==> config.mk <==
export PLATFORM = sky130hd
export DESIGN_NAME = bit_table_writer
export DESIGN_NICKNAME = d
export VERILOG_FILES = /design/src/rtl/bit_table_writer.sv
export SDC_FILE = /design/constraint.sdc
export NUM_CORES = 1
export LEC_CHECK = 0
export ABC_AREA = 1
export BUFFER_PORTS_ARGS = -buffer_cell sky130_fd_sc_hd__buf_2
export CAP_MARGIN = 25
export CELL_PAD_IN_SITES_DETAIL_PLACEMENT = 0
export CELL_PAD_IN_SITES_GLOBAL_PLACEMENT = 1
export CORE_AREA = 2 2 87 89
export CTS_CLUSTER_SIZE = 28
export DETAILED_ROUTE_END_ITERATION = 10
export DIE_AREA = 0 0 89 91
export GPL_TIMING_DRIVEN = 1
export HOLD_SLACK_MARGIN = 0.02
export PLACE_DENSITY_LB_ADDON = 0.1
export SLEW_MARGIN = 30
export SYNTH_ARGS = -nofsm -noshare
export SYNTH_HDL_FRONTEND = slang
export SYNTH_SLANG_ARGS = --single-unit
==> constraint.sdc <==
create_clock -name clk -period 1.6 [get_ports clk]
set_clock_uncertainty 0.1 [all_clocks]
set_input_delay 0.48 -clock clk [delete_from_list [all_inputs] [get_ports clk]]
set_output_delay 0.48 -clock clk [all_outputs]
set_load 0.1 [all_outputs]
==> src/rtl/bit_table_writer.sv <==
// Bit table [D0][D1][D2] with single-bit handshake writes, bulk serial load and a registered read port.
// Optional BIT_TABLE_WRITER_PARITY_EN adds a registered XOR-of-all-bits output.
module bit_table_writer #(
  parameter int D0 = 2,
  parameter int D1 = 3,
  parameter int D2 = 4,
  localparam int IW = (D0 > 1) ? $clog2(D0) : 1,
  localparam int JW = (D1 > 1) ? $clog2(D1) : 1,
  localparam int KW = (D2 > 1) ? $clog2(D2) : 1
) (
  input  logic          clk,
  input  logic          rst_n,
  input  logic          wr_valid,
  output logic          wr_ready,
  input  logic [IW-1:0] wr_i,
  input  logic [JW-1:0] wr_j,
  input  logic [KW-1:0] wr_k,
  input  logic          wr_bit,
  input  logic          load_start,
  input  logic          ser_valid,
  input  logic          ser_bit,
  input  logic [IW-1:0] rd_i,
  input  logic [JW-1:0] rd_j,
  input  logic [KW-1:0] rd_k,
  output logic          rd_bit,
  output logic          busy,
  output logic          done,
  output logic          err,
`ifdef BIT_TABLE_WRITER_PARITY_EN
  output logic          parity,
`endif
  output logic          table_q [D0-1:0][D1-1:0][D2-1:0]
);

  localparam int N  = D0 * D1 * D2;
  localparam int CW = (N > 1) ? $clog2(N) : 1;

  typedef enum logic [1:0] {IDLE, LOAD, DONE} state_t;

  state_t        state, state_nx;
  logic [N-1:0]  tbl;
  logic [CW-1:0] cnt;
  logic          rdy_q;
  logic          wr_fire, wr_inr, rd_inr;
  logic [CW-1:0] wr_f, rd_f, ser_f;

  assign wr_inr  = (32'(wr_i) < D0) && (32'(wr_j) < D1) && (32'(wr_k) < D2);
  assign rd_inr  = (32'(rd_i) < D0) && (32'(rd_j) < D1) && (32'(rd_k) < D2);
  assign wr_f    = CW'(32'(wr_i) * D1 * D2 + 32'(wr_j) * D2 + 32'(wr_k));
  assign rd_f    = CW'(32'(rd_i) * D1 * D2 + 32'(rd_j) * D2 + 32'(rd_k));
  // Serial stream runs in aggregate-literal order: first bit lands at the highest flat index.
  assign ser_f   = CW'(N - 1) - cnt;
  assign wr_fire = wr_valid && wr_ready;

  always_ff @(posedge clk or negedge rst_n) begin
    if (!rst_n) state <= IDLE;
    else        state <= state_nx;
  end

  always_comb begin
    state_nx = state;
    case (state)
      IDLE:    if (load_start) state_nx = LOAD;
      LOAD:    if (ser_valid && cnt == CW'(N - 1)) state_nx = DONE;
      DONE:    state_nx = IDLE;
      default: state_nx = IDLE;
    endcase
  end

  // rdy_q holds wr_ready low until the first clock after reset release.
  always_comb begin
    wr_ready = (state == IDLE) && rdy_q;
    busy     = (state == LOAD);
    done     = (state == DONE);
  end

  always_ff @(posedge clk or negedge rst_n) begin
    if (!rst_n) begin
      tbl    <= '0;
      cnt    <= '0;
      rdy_q  <= 1'b0;
      err    <= 1'b0;
      rd_bit <= 1'b0;
    end else begin
      rdy_q  <= 1'b1;
      rd_bit <= rd_inr ? tbl[rd_f] : 1'b0;
      if (wr_fire) begin
        if (wr_inr) tbl[wr_f] <= wr_bit;
        else        err       <= 1'b1;
      end
      if (load_start && state != IDLE) err <= 1'b1;
      if (state == IDLE && load_start) begin
        cnt <= '0;
      end else if (state == LOAD && ser_valid) begin
        tbl[ser_f] <= ser_bit;
        cnt        <= cnt + 1'b1;
      end
    end
  end

`ifdef BIT_TABLE_WRITER_PARITY_EN
  always_ff @(posedge clk or negedge rst_n) begin
    if (!rst_n) parity <= 1'b0;
    else        parity <= ^tbl;
  end
`endif

  for (genvar gi = 0; gi < D0; gi++) begin : g_i
    for (genvar gj = 0; gj < D1; gj++) begin : g_j
      for (genvar gk = 0; gk < D2; gk++) begin : g_k
        assign table_q[gi][gj][gk] = tbl[gi*D1*D2 + gj*D2 + gk];
      end
    end
  end

endmodule

* Word level (Yosys, flattened, before mapping)
Cells that the tools add are included.
** Storage, ports and cells
- Bits in registers :: 34
- Bits of input ports :: 17
- Output and inout port bits :: 29
- Word-level logic and storage cells :: 62
** Operators by class
- Add/subtract/negate cells :: 6
- Multipliers :: 2
- Order comparisons :: 7
- Equality and inequality tests :: 6
- Muxes and demuxes :: 21
- Reductions and logical operators :: 14
** Operators by type and width (count)
- $mux 24 :: 4
- $bwmux 24 :: 2
- $lt 5x6->1 const B :: 3
- $add 5x2->5 :: 2
- $add 5x4->5 :: 2
- $demux 1 s5 :: 2
- $ge 5x1->1 const B :: 2
- $mux 5 :: 2
- $logic_and 1x1->1 :: 8
- $mux 1 :: 7
- $mul 1x2->3 const B :: 2
- $reduce_bool 2->1 :: 3
- $add 5x1->5 const B :: 1
- $bmux 1 s5 :: 1
- $eq 5x5->1 const B :: 1
- $sub 5x5->5 const A :: 1
- $lt 2x2->1 const B :: 2
- $mux 2 :: 2
- $ne 2x1->1 const B :: 2
- $pmux 2 s2 :: 1
- $reduce_and 2->1 :: 2
- $eq 2x1->1 const B :: 1
- $eq 2x2->1 const B :: 1
- $logic_not 2->1 :: 1
- $ne 2x2->1 const B :: 1

* Logic depth before layout (Yosys ltp)
Gate-level depths: netlist of run 1.
- Depth after elaboration :: 13
- Mapped depth :: 10
- Gate-level depth less buffers :: 10

* Least setup slack after synthesis of run 1
No wires, ideal clock.
- Kind :: register to output
- From :: register state[1]
- To :: output wr_ready
- Arrival :: 1.855 ns
- Required time :: 1.020 ns
- Path slack :: -0.835 ns
- Stages on the path, launching flop included :: 4
- Path buffers :: 0
- Cell sequence :: dfrtp_1 -> nor2_2 -> inv_1 -> nor2_1
** On the way
- Cells in the longest elaborated chain, start to end :: 2
** RTL lines
- from (decl) :: RTL line 40 : state_t state, state_nx;
- from (signal assigned) :: RTL line 57 : else state <= state_nx;
- $logic_not 2->1 :: RTL line 72 : wr_ready = (state == IDLE) && rdy_q;
- $logic_and 1x1->1 :: RTL line 72
- to (decl) :: RTL line 14 : output logic wr_ready,
Every way passes these cells.

* Worst setup path after layout of run 1
- From :: input wr_i
- To :: register tbl[13], in the netlist table_q[13]
** On the way
- Cells in the longest elaborated chain, start to end :: 13
- Elaborated cells between the ends (all ways) :: 14
- Classes of those cells :: add/sub (2); mul (1); order compare (2); mux (8); reduce/logical (1)
** RTL lines
- from (decl) :: RTL line 15 : input logic [IW-1:0] wr_i,
- $mul 1x2->3 (*) :: RTL line 49 : assign wr_f = CW'(32'(wr_i) * D1 * D2 + 32'(wr_j) * D2 + 32'(wr_k));
- $add 5x4->5 (*) :: RTL line 49
- $add 5x2->5 (*) :: RTL line 49
- $lt 5x6->1 (not written as such) / $ge 5x1->1 (equally long branches) :: RTL line 88 : if (wr_inr) tbl[wr_f] <= wr_bit;
- $logic_and 1x1->1 (not written as such) :: RTL line 88
- $mux 1 (not written as such) :: RTL line 88
- $demux 1 s5 (*) :: RTL line 88
- $bwmux 24 (*) :: RTL line 88
- $mux 24 (*) :: RTL line 88
- $mux 24 (*) :: RTL line 87 : if (wr_fire) begin
- $bwmux 24 :: RTL line 95 : tbl[ser_f] <= ser_bit;
- $mux 24 :: RTL line 94 : end else if (state == LOAD && ser_valid) begin
- $mux 24 (*) :: RTL line 92 : if (state == IDLE && load_start) begin
- to (signal, indexed assignment) :: RTL line 88
- to (signal, indexed assignment) :: RTL line 95
- to (decl) :: RTL line 41 : logic [N-1:0] tbl;
Mark *: on every way between the ends. The rest lies on a longest branch, timed or not.
A chain may end at the register's enable or synchronous reset.

==> impl_metrics.env, run 1 <==
export IMPL_outcome="complete, but fails checks"
export IMPL_failed_checks="negative setup slack"
export IMPL_grt_pass1_wl_mm=12.47
export IMPL_antenna_left=0
export IMPL_vias=2647
export IMPL_vdd_ir_drop_max_mv=0.9642
export IMPL_io_pins=46
export IMPL_die_area_um2=8099
export IMPL_cts_tree="yes"
export IMPL_critical_path_class="input port to register"
export IMPL_start_util_pct=34.01
export IMPL_yosys_top_cells_count="106 x nand2_1, 46 x inv_1, 45 x nand3_1, 34 x dfrtp_1, 31 x nor2_1"
export IMPL_arrival_ns=2.03
export IMPL_clock_power_share_pct=7.8
export IMPL_min_period_ns=1.897
export IMPL_grt_pass1_vias=2474
export IMPL_ys_async_sr_fraction_pct=100.0
export IMPL_area_delta_synth_final_pct=67.06
export IMPL_hold_path_class="input port to register"
export IMPL_hold_viol_final=0
export IMPL_worst_path_max_fanout=8
export IMPL_power_switching_mw=4.404
export IMPL_start_kind="input port"
export IMPL_antenna_found_initial=0
export IMPL_cts_sinks=34
export IMPL_slew_viol_final=0
export IMPL_ys_types=28
export IMPL_seqPwrFrac_pct=22.6
export IMPL_rsz0062_at_grt="yes"
export IMPL_p_leak_nw=1.874
export IMPL_yosys_top_cells_area="dfrtp_1 35%, nand2_1 16%, nand3_1 9.3%, inv_1 7.1%, nor2_1 4.8%"
export IMPL_synth_top_cell_area_share_pct=35.05
export IMPL_placeableCoreArea_um2=7137
export IMPL_synth_fp_nets=378
export IMPL_end_kind="register"
export IMPL_finalNonFillerCells=549
export IMPL_cp_required_ns=1.74
export IMPL_setup_ws_ns=-0.2973
export IMPL_post_route_period_util_pct=118.6
export IMPL_htreeDepth=2
export IMPL_port_buffer_count=45
export IMPL_internal_power_mw=3.667
export IMPL_path_clk_slew_ns=0.08
export IMPL_yosysSeqAreaShare_pct=35.05
export IMPL_clockBufferDepth=2
export IMPL_grt_usage_pct=19.83
export IMPL_gr_total_overflow=0
export IMPL_postSynthAreaPerCell_um2=6.896
export IMPL_dp_hpwl_mm=5.628
export IMPL_yosysTopAreaCell="dfrtp_1"
export IMPL_drc=0
export IMPL_synth_edf_count=0
export IMPL_setup_viol=26
export IMPL_clk_latency_ns=0.28
export IMPL_grt_max_degree=25
export IMPL_fin_nets=475
export IMPL_via_per_inst=4.821
export IMPL_fmax_mhz=527.1
export IMPL_synth_seq_cells=34
export IMPL_utilization_pct=56.82
export IMPL_netlist_area_um2=2427
export IMPL_combPwrFrac_pct=69.6
export IMPL_tns_ns=-4.770
export IMPL_fp_dieW_um=89
export IMPL_diodes=0
export IMPL_place_congestion=0.8160
export IMPL_die_h_um=91
export IMPL_std_cell_rows=31
export IMPL_syn_inst=352
export IMPL_p_sw_share_pct=54.57
export IMPL_synth_most_common_cell="nand2_1"
export IMPL_first_pass_iters=4
export IMPL_dpl_cell_count=521
export IMPL_cts_buffers=5
export IMPL_routed_wl_mm=7.873
export IMPL_maxCapViolCount=0
export IMPL_yosys_warnings=0
export IMPL_synth_flop_cell="dfrtp_1"
export IMPL_root_buffer="clkbuf_8"
export IMPL_drtIter0Drc=137
export IMPL_drive_gt1_share_pct=41.11
export IMPL_wire_per_inst_um=14.34
export IMPL_pwr_density_cell_nw_per_um2=1990
-- flip-flops by register name (all words and copies together), names as in the netlist --
register / cells
table_q: 24
cnt: 5
state: 2
err: 1
rd_bit: 1
rdy_q: 1
-- worst paths after layout --
path	cells after the start	to	startpoint	slack, ns
max in group asynchronous	3	table_q[8]	rst_n	0.46
min in group asynchronous	2	table_q[3]	rst_n	0.50
worst min-delay path	3	err	load_start	0.34
worst max-delay path	10	table_q[13]	wr_i	-0.30
worst max register to register	10	table_q[15]	state[1]	-0.18
worst min register to register	2	err	err	0.44
-- worst max-delay path, stage by stage --
cell	delay (ns)
buf_8	0.11
ha_4	0.15
fa_2	0.55
inv_2	0.07
nor3_4	0.25
buf_4	0.17
nand3_2	0.06
nand3_1	0.08
o21ai_1	0.07
inv_1	0.05
-- cell usage in the layout, fill, tap and decap left out, types with 3 or more instances in the layout --
cell type / n
dfrtp_1: 14
buf_2: 16
nand3_2: 6
o21ai_0: 8
nor2_4: 8
nand2_4: 6
nand2_2: 8
buf_4: 29
nand2_1: 94
inv_2: 3
nand3_1: 39
a31oi_1: 12
inv_1: 40
buf_6: 20
nor2_2: 6
nor2_1: 24
o21ai_2: 3
o21ai_1: 9
clkbuf_8: 5
dfrtp_2: 20
a21oi_1: 7
ha_1: 5
nor3_4: 8
buf_12: 34
clkbuf_1: 3
-- repair_timing --
item | 4_1_cts | 5_1_grt
pin swaps | 16 | 26
setup endpoints to repair | 19 | 31
hold buffers | 1 | 0
gates resized for setup | 22 | 48
setup buffers | 5 | 13
hold endpoints to repair | 8 | 0
gates cloned | 0 | 3
-- cell families after synthesis --
family,Yosys count,share of synthesized area [%]
buffers and inverters,58,9.897
AOI/OAI and AO/OA,45,10.26
other,1,0.1545
and+or+nand+nor,205,39.38
adders and majority gates,9,5.258
DFF,34,35.05
-- power by group through the flow --
stage | Combinational, mW | Sequential, mW | Clock [mW]
final | 5.61 | 1.82 | 0.632
after global placement | 5.33 | 1.83 | 0
after detailed placement | 5.36 | 1.83 | 0
after global routing | 5.93 | 1.88 | 0.695
after CTS | 5.48 | 1.82 | 0.646
after floorplan | 1.28 | 3.67 | 0
-- through the flow --
step / area [µm²] / hold slack (ns) / total power [mW] / setup WS [ns]
after floorplan: 2532 / 0.08441 / 4.956 / -0.4749
after global placement: 3575 / 0.2776 / 7.157 / -0.6578
after detailed placement: 3575 / 0.2751 / 7.194 / -0.6955
after CTS: 3781 / 0.3355 / 7.945 / -0.2826
after global routing: 4055 / 0.3694 / 8.509 / -0.3642
final: 4055 / 0.3371 / 8.071 / -0.2973
-- area by class of cell --
cell class | count | area [µm²]
Fill cell | 727 | 3082
Tap cell | 99 | 123.9
Multi-Input combinational cell | 260 | 1556
Sequential cell | 34 | 875.8
Clock buffer | 8 | 80.08
Inverter | 47 | 190.2
Timing Repair Buffer | 101 | 1229
-- layer usage --
layer | part of all wire, % | track usage [%] | vias to the layer above
met5 | 0 | 0 | -
li1 | - | - | 1337
met4 | 2.4 | 5.970 | 0
met2 | 50 | 31.72 | 52
met1 | 44 | 27.26 | 1239
met3 | 3.6 | 3.273 | 19
Power figures use the tool's default switching activity.
==> inputs of run 2 (changes only) <==
Clock period 1.6 ns to 1.72 ns, I/O delays scaled along.
==> run 2 against run 1 <==
  * The run still ends with negative setup slack left
  * Cell area is 10% lower
  * Routed wire length is 8.6% lower
  * Critical path depth is 1 lower
  * Cell count is 4.4% lower
  * Largest cell class unchanged
  * Highest routed layer unchanged
==> impl_metrics.env, run 2 (synthesized netlist as in run 1, its figures left out) <==
export IMPL_drtIter0Drc=107
export IMPL_failed_checks="negative setup slack"
export IMPL_antenna_found_initial=0
export IMPL_cts_tree="yes"
export IMPL_drc=0
export IMPL_cts_buffers=5
export IMPL_clk_latency_ns=0.28
export IMPL_pwr_density_cell_nw_per_um2=1950
export IMPL_first_pass_iters=4
export IMPL_via_per_inst=4.766
export IMPL_rsz0062_at_grt="yes"
export IMPL_drive_gt1_share_pct=27.93
export IMPL_cts_hold_buf=0
export IMPL_place_congestion=0.8015
export IMPL_end_kind="register"
export IMPL_std_cell_rows=31
export IMPL_maxCapViolCount=0
export IMPL_worst_path_max_fanout=4
export IMPL_clockBufferDepth=2
export IMPL_start_kind="input port"
export IMPL_p_total_mw=7.106
export IMPL_cp_required_ns=1.79
export IMPL_diodes=0
export IMPL_most_common_layout_cells="103 x nand2_1, 45 x nand3_1, 43 x inv_1"
export IMPL_fmax_mhz=518.0
export IMPL_area_delta_synth_final_pct=50.10
export IMPL_antenna_left=0
export IMPL_grt_pass1_vias=2503
export IMPL_gr_total_overflow=0
export IMPL_vdd_ir_drop_max_mv=0.7360
export IMPL_setup_viol=19
export IMPL_vias=2502
export IMPL_port_buffer_count=45
export IMPL_utilization_pct=51.05
export IMPL_hold_path_class="input port to asynchronous set/reset pin"
export IMPL_htreeDepth=2
export IMPL_min_period_ns=1.931
export IMPL_die_area_um2=8099
export IMPL_wire_per_inst_um=13.70
export IMPL_grt_pass1_wl_mm=12.19
export IMPL_final_common_cell="nand2_1"
export IMPL_cts_sinks=34
export IMPL_start_util_pct=34.01
export IMPL_outcome="complete, but fails checks"
export IMPL_arrival_ns=2.00
export IMPL_hold_viol_final=0
export IMPL_post_route_period_util_pct=112.2
export IMPL_grt_usage_pct=19.26
export IMPL_fin_nets=453
export IMPL_setup_ws_ns=-0.2105
export IMPL_die_h_um=91
export IMPL_grt_max_degree=35
export IMPL_routed_wl_mm=7.195
export IMPL_placeableCoreArea_um2=7137
export IMPL_p_leak_nw=1.716
export IMPL_path_clk_slew_ns=0.07
export IMPL_critical_path_class="input port to register"
export IMPL_io_pins=46
export IMPL_largest_reg_flops=24
export IMPL_root_buffer="clkbuf_8"
export IMPL_slew_viol_final=0
export IMPL_fp_dieW_um=89
export IMPL_dp_hpwl_mm=5.492
-- run 2: stage by stage --
stage / hold WS [ns] / setup WS, ns / setup TNS (ns) / instance area (µm²) / std cells
2_1_floorplan: 0.1204 / -0.3909 / -5.075 / 2480 / 352
3_3_place_gp: 0.3614 / -0.5794 / -8.766 / 3407 / 513
3_5_place_dp: 0.3845 / -0.5888 / -8.932 / 3407 / 513
4_1_cts: 0.07940 / -0.1859 / -2.640 / 3558 / 523
5_1_grt: 0.09639 / -0.2906 / -4.254 / 3643 / 525
6_report: 0.07989 / -0.2105 / -2.651 / 3643 / 525
-- run 2: metal layers --
| metal | track usage (%) | part of all wire, % |
|---|---|---|
| met1 | 26.25 | 46 |
| met2 | 31.09 | 47 |
| met3 | 2.727 | 3.9 |
| met4 | 6.343 | 2.4 |
| met5 | 0 | 0 |
-- run 2: worst max-delay path, cell delays in order --
cell and delay [ns]:
buf_8 0.10, ha_4 0.15, fa_2 0.45, buf_4 0.17, nor3_4 0.18, buf_4 0.16
nand2_1 0.05, o21ai_0 0.12, o21ai_0 0.09
-- run 2: repair_timing --
action,in CTS,in global routing
cloned,0,1
endpoints found under the hold margin,0,0
resized for setup,11,20
pin swaps,19,15
endpoints found under the setup margin,19,29
setup buffers,4,1
-- run 2: area by class of cell --
cell class              count  area, µm²
repair buffers             79      964.7
flip-flops and latches     34      850.8
fillers                   725       3493
multi-input cells         260       1438
inverters                  47      183.9
well taps                  99      123.9
clock buffers               6      82.58
-- run 2: where the power goes --
group / switching (mW) / internal [mW]
Clock: 0.286 / 0.309
Combinational: 3.18 / 1.70
Sequential: 0.497 / 1.14
-- run 2: path summary, 6_finish.rpt --
kind                       startpoint          end  slack, ns  cells after the start
max                              wr_i  table_q[17]      -0.21                      9
min                             rst_n        rdy_q       0.08                      2
max reg2reg                  state[0]   table_q[1]       0.02                     10
min reg2reg                       err          err       0.39                      2
max in group asynchronous       rst_n   table_q[8]       1.25                      2
min in group clk           load_start          err       0.38                      3
==> inputs of run 3 (changes only) <==
Settings changed: CORE_AREA 2 2 87 89 to 2 2 86 88, DIE_AREA 0 0 89 91 to 0 0 88 90, SETUP_SLACK_MARGIN set to 0.1.
==> run 3 against run 2 <==
  * Register-to-register slack got worse by 0.04 ns
  * Combinational power rose by 3%
  * The run still ends with negative setup slack left
  * Highest routed layer unchanged
  * Largest cell class unchanged
  * Sequential power rose by 3%
  * Critical path type unchanged
  * Die area fell by 2.2%
==> impl_metrics.env, run 3 (synthesized netlist as in run 1, its figures left out) <==
export IMPL_post_route_period_util_pct=111.1
export IMPL_maxCapViolCount=0
export IMPL_grt_max_degree=24
export IMPL_worst_path_max_fanout=8
export IMPL_wire_per_inst_um=14.94
export IMPL_vdd_ir_drop_max_mv=0.7450
export IMPL_hold_path_class="input port to asynchronous set/reset pin"
export IMPL_place_congestion=0.7789
export IMPL_dp_hpwl_mm=5.590
export IMPL_vias=2628
export IMPL_grt_pass1_vias=2554
export IMPL_drive_gt1_share_pct=38.39
export IMPL_std_cell_rows=31
export IMPL_routed_wl_mm=7.976
export IMPL_clk_latency_ns=0.29
export IMPL_place_area_um2=3407
export IMPL_met3_usage_pct=3.122
export IMPL_critical_path_class="input port to register"
export IMPL_dpl_cell_count=507
export IMPL_cts_buffers=5
export IMPL_end_kind="register"
export IMPL_cts_hold_buf=0
export IMPL_fill_cells=685
export IMPL_use_met2_pct=35.48
export IMPL_placeableCoreArea_um2=7020
export IMPL_p_sw_share_pct=55.38
export IMPL_fp_dieW_um=88
export IMPL_slew_viol_final=0
export IMPL_design_area_um2=3892
export IMPL_first_pass_iters=4
export IMPL_clockBufferDepth=2
export IMPL_root_buffer="clkbuf_8"
export IMPL_largest_reg_flops=24
export IMPL_setup_viol=19
export IMPL_cts_tree="yes"
export IMPL_hold_viol_final=0
export IMPL_gr_total_overflow=0
export IMPL_arrival_ns=2.00
export IMPL_pwr_density_cell_nw_per_um2=1881
export IMPL_clock_power_share_pct=8.6
export IMPL_diodes=0
export IMPL_failed_checks="negative setup slack"
export IMPL_regArea_um2=875.8
export IMPL_via_per_inst=4.921
export IMPL_port_buffer_count=45
export IMPL_start_util_pct=34.57
export IMPL_htreeDepth=2
export IMPL_whs_ns=0.05082
export IMPL_combPwrFrac_pct=68.3
export IMPL_outcome="complete, but fails checks"
export IMPL_grt_usage_pct=21.26
export IMPL_cp_required_ns=1.81
export IMPL_multi_input_area_um2=1551
export IMPL_p_leak_nw=1.790
export IMPL_post_place_ws_ns=-0.7015
export IMPL_die_h_um=90
export IMPL_area_delta_synth_final_pct=60.36
export IMPL_min_period_ns=1.912
export IMPL_io_pins=46
export IMPL_seqPwrFrac_pct=23.1
export IMPL_final_common_cell="nand2_1"
export IMPL_most_common_layout_cells="93 x nand2_1, 43 x inv_1, 41 x nand3_1"
export IMPL_drc=0
export IMPL_fmax_mhz=523.1
export IMPL_drtIter0Drc=129
export IMPL_rsz0062_at_grt="yes"
export IMPL_grt_use_met1_pct=27.76
export IMPL_setup_ws_ns=-0.1917
export IMPL_grt_pass1_wl_mm=13.02
export IMPL_utilization_pct=55.44
export IMPL_antenna_left=0
export IMPL_finalNonFillerCells=534
export IMPL_fin_nets=460
export IMPL_cts_sinks=34
export IMPL_busiest_layer="met2"
export IMPL_antenna_found_initial=0
export IMPL_start_kind="input port"
export IMPL_die_area_um2=7920
export IMPL_power_switching_mw=4.055
export IMPL_internal_power_mw=3.266
export IMPL_path_clk_slew_ns=0.07
[run 3: cell types whose count changed in the layout (fill, tap and decap cells not counted), moves of 3 or more]
cell,change
dfrtp_2,+20
nand2_1,-10
o21ai_0,-3
buf_6,+7
nand3_1,-4
nor3_4,+3
nand2_2,+8
nand3_2,+4
dfrtp_1,-20
nor3_2,-3
[run 3: worst paths after layout]
path / slack [ns] / start / cells after the start / endpoint
setup / recovery: -0.19 / wr_i / 10 / table_q[11]
hold / removal: 0.05 / rst_n / 1 / table_q[7]
setup reg to reg: -0.02 / state[0] / 10 / table_q[15]
hold reg to reg: 0.38 / err / 2 / err
max in group asynchronous: 0.91 / rst_n / 2 / table_q[12]
min in group clk: 0.38 / load_start / 3 / err
[run 3: critical path, stage by stage]
cell and delay, ns:
buf_8 0.10, ha_4 0.15, fa_2 0.56, inv_2 0.07
nor3_4 0.25, nand2_1 0.10, nand2_1 0.07, nand3_1 0.06
o21ai_1 0.07, inv_1 0.05
[run 3: repair_timing]
action | 4_1_cts | 5_1_grt
gates resized for setup | 34 | 34
gates cloned | 2 | 2
buffers inserted | 13 | 4
pin swaps | 21 | 17
setup endpoints to repair | 25 | 28
[run 3: layout make-up]
| class | count | area share [%] |
|---|---|---|
| clock buffers | 7 | 2.218 |
| clock inverters | 1 | 0.1286 |
| inverters | 47 | 4.854 |
| multi-input cells | 260 | 39.86 |
| flip-flops and latches | 34 | 22.50 |
| well taps | 99 | 3.182 |
| repair buffers | 86 | 27.26 |
[run 3: power groups by stage]
stage	combinational (mW)	clock, mW	sequential, mW
after detailed placement	4.77	0	1.69
after global placement	4.74	0	1.69
after global routing	5.25	0.682	1.74
after floorplan	1.19	0	3.41
after CTS	4.91	0.655	1.67
final	5.00	0.629	1.69
[run 3: metrics by stage]
step,TNS (ns),power (mW)
floorplan,-5.106,4.600
global placement,-8.898,6.428
detailed placement,-9.377,6.460
CTS,-2.789,7.238
global route,-3.854,7.676
finish,-2.406,7.321
[run 3: per-layer routing]
layer | vias to the layer above | share of wire, %
li1 | 1302 | -
met1 | 1232 | 41
met2 | 77 | 51
met3 | 17 | 5.2
met4 | 0 | 2.2
met5 | - | 0
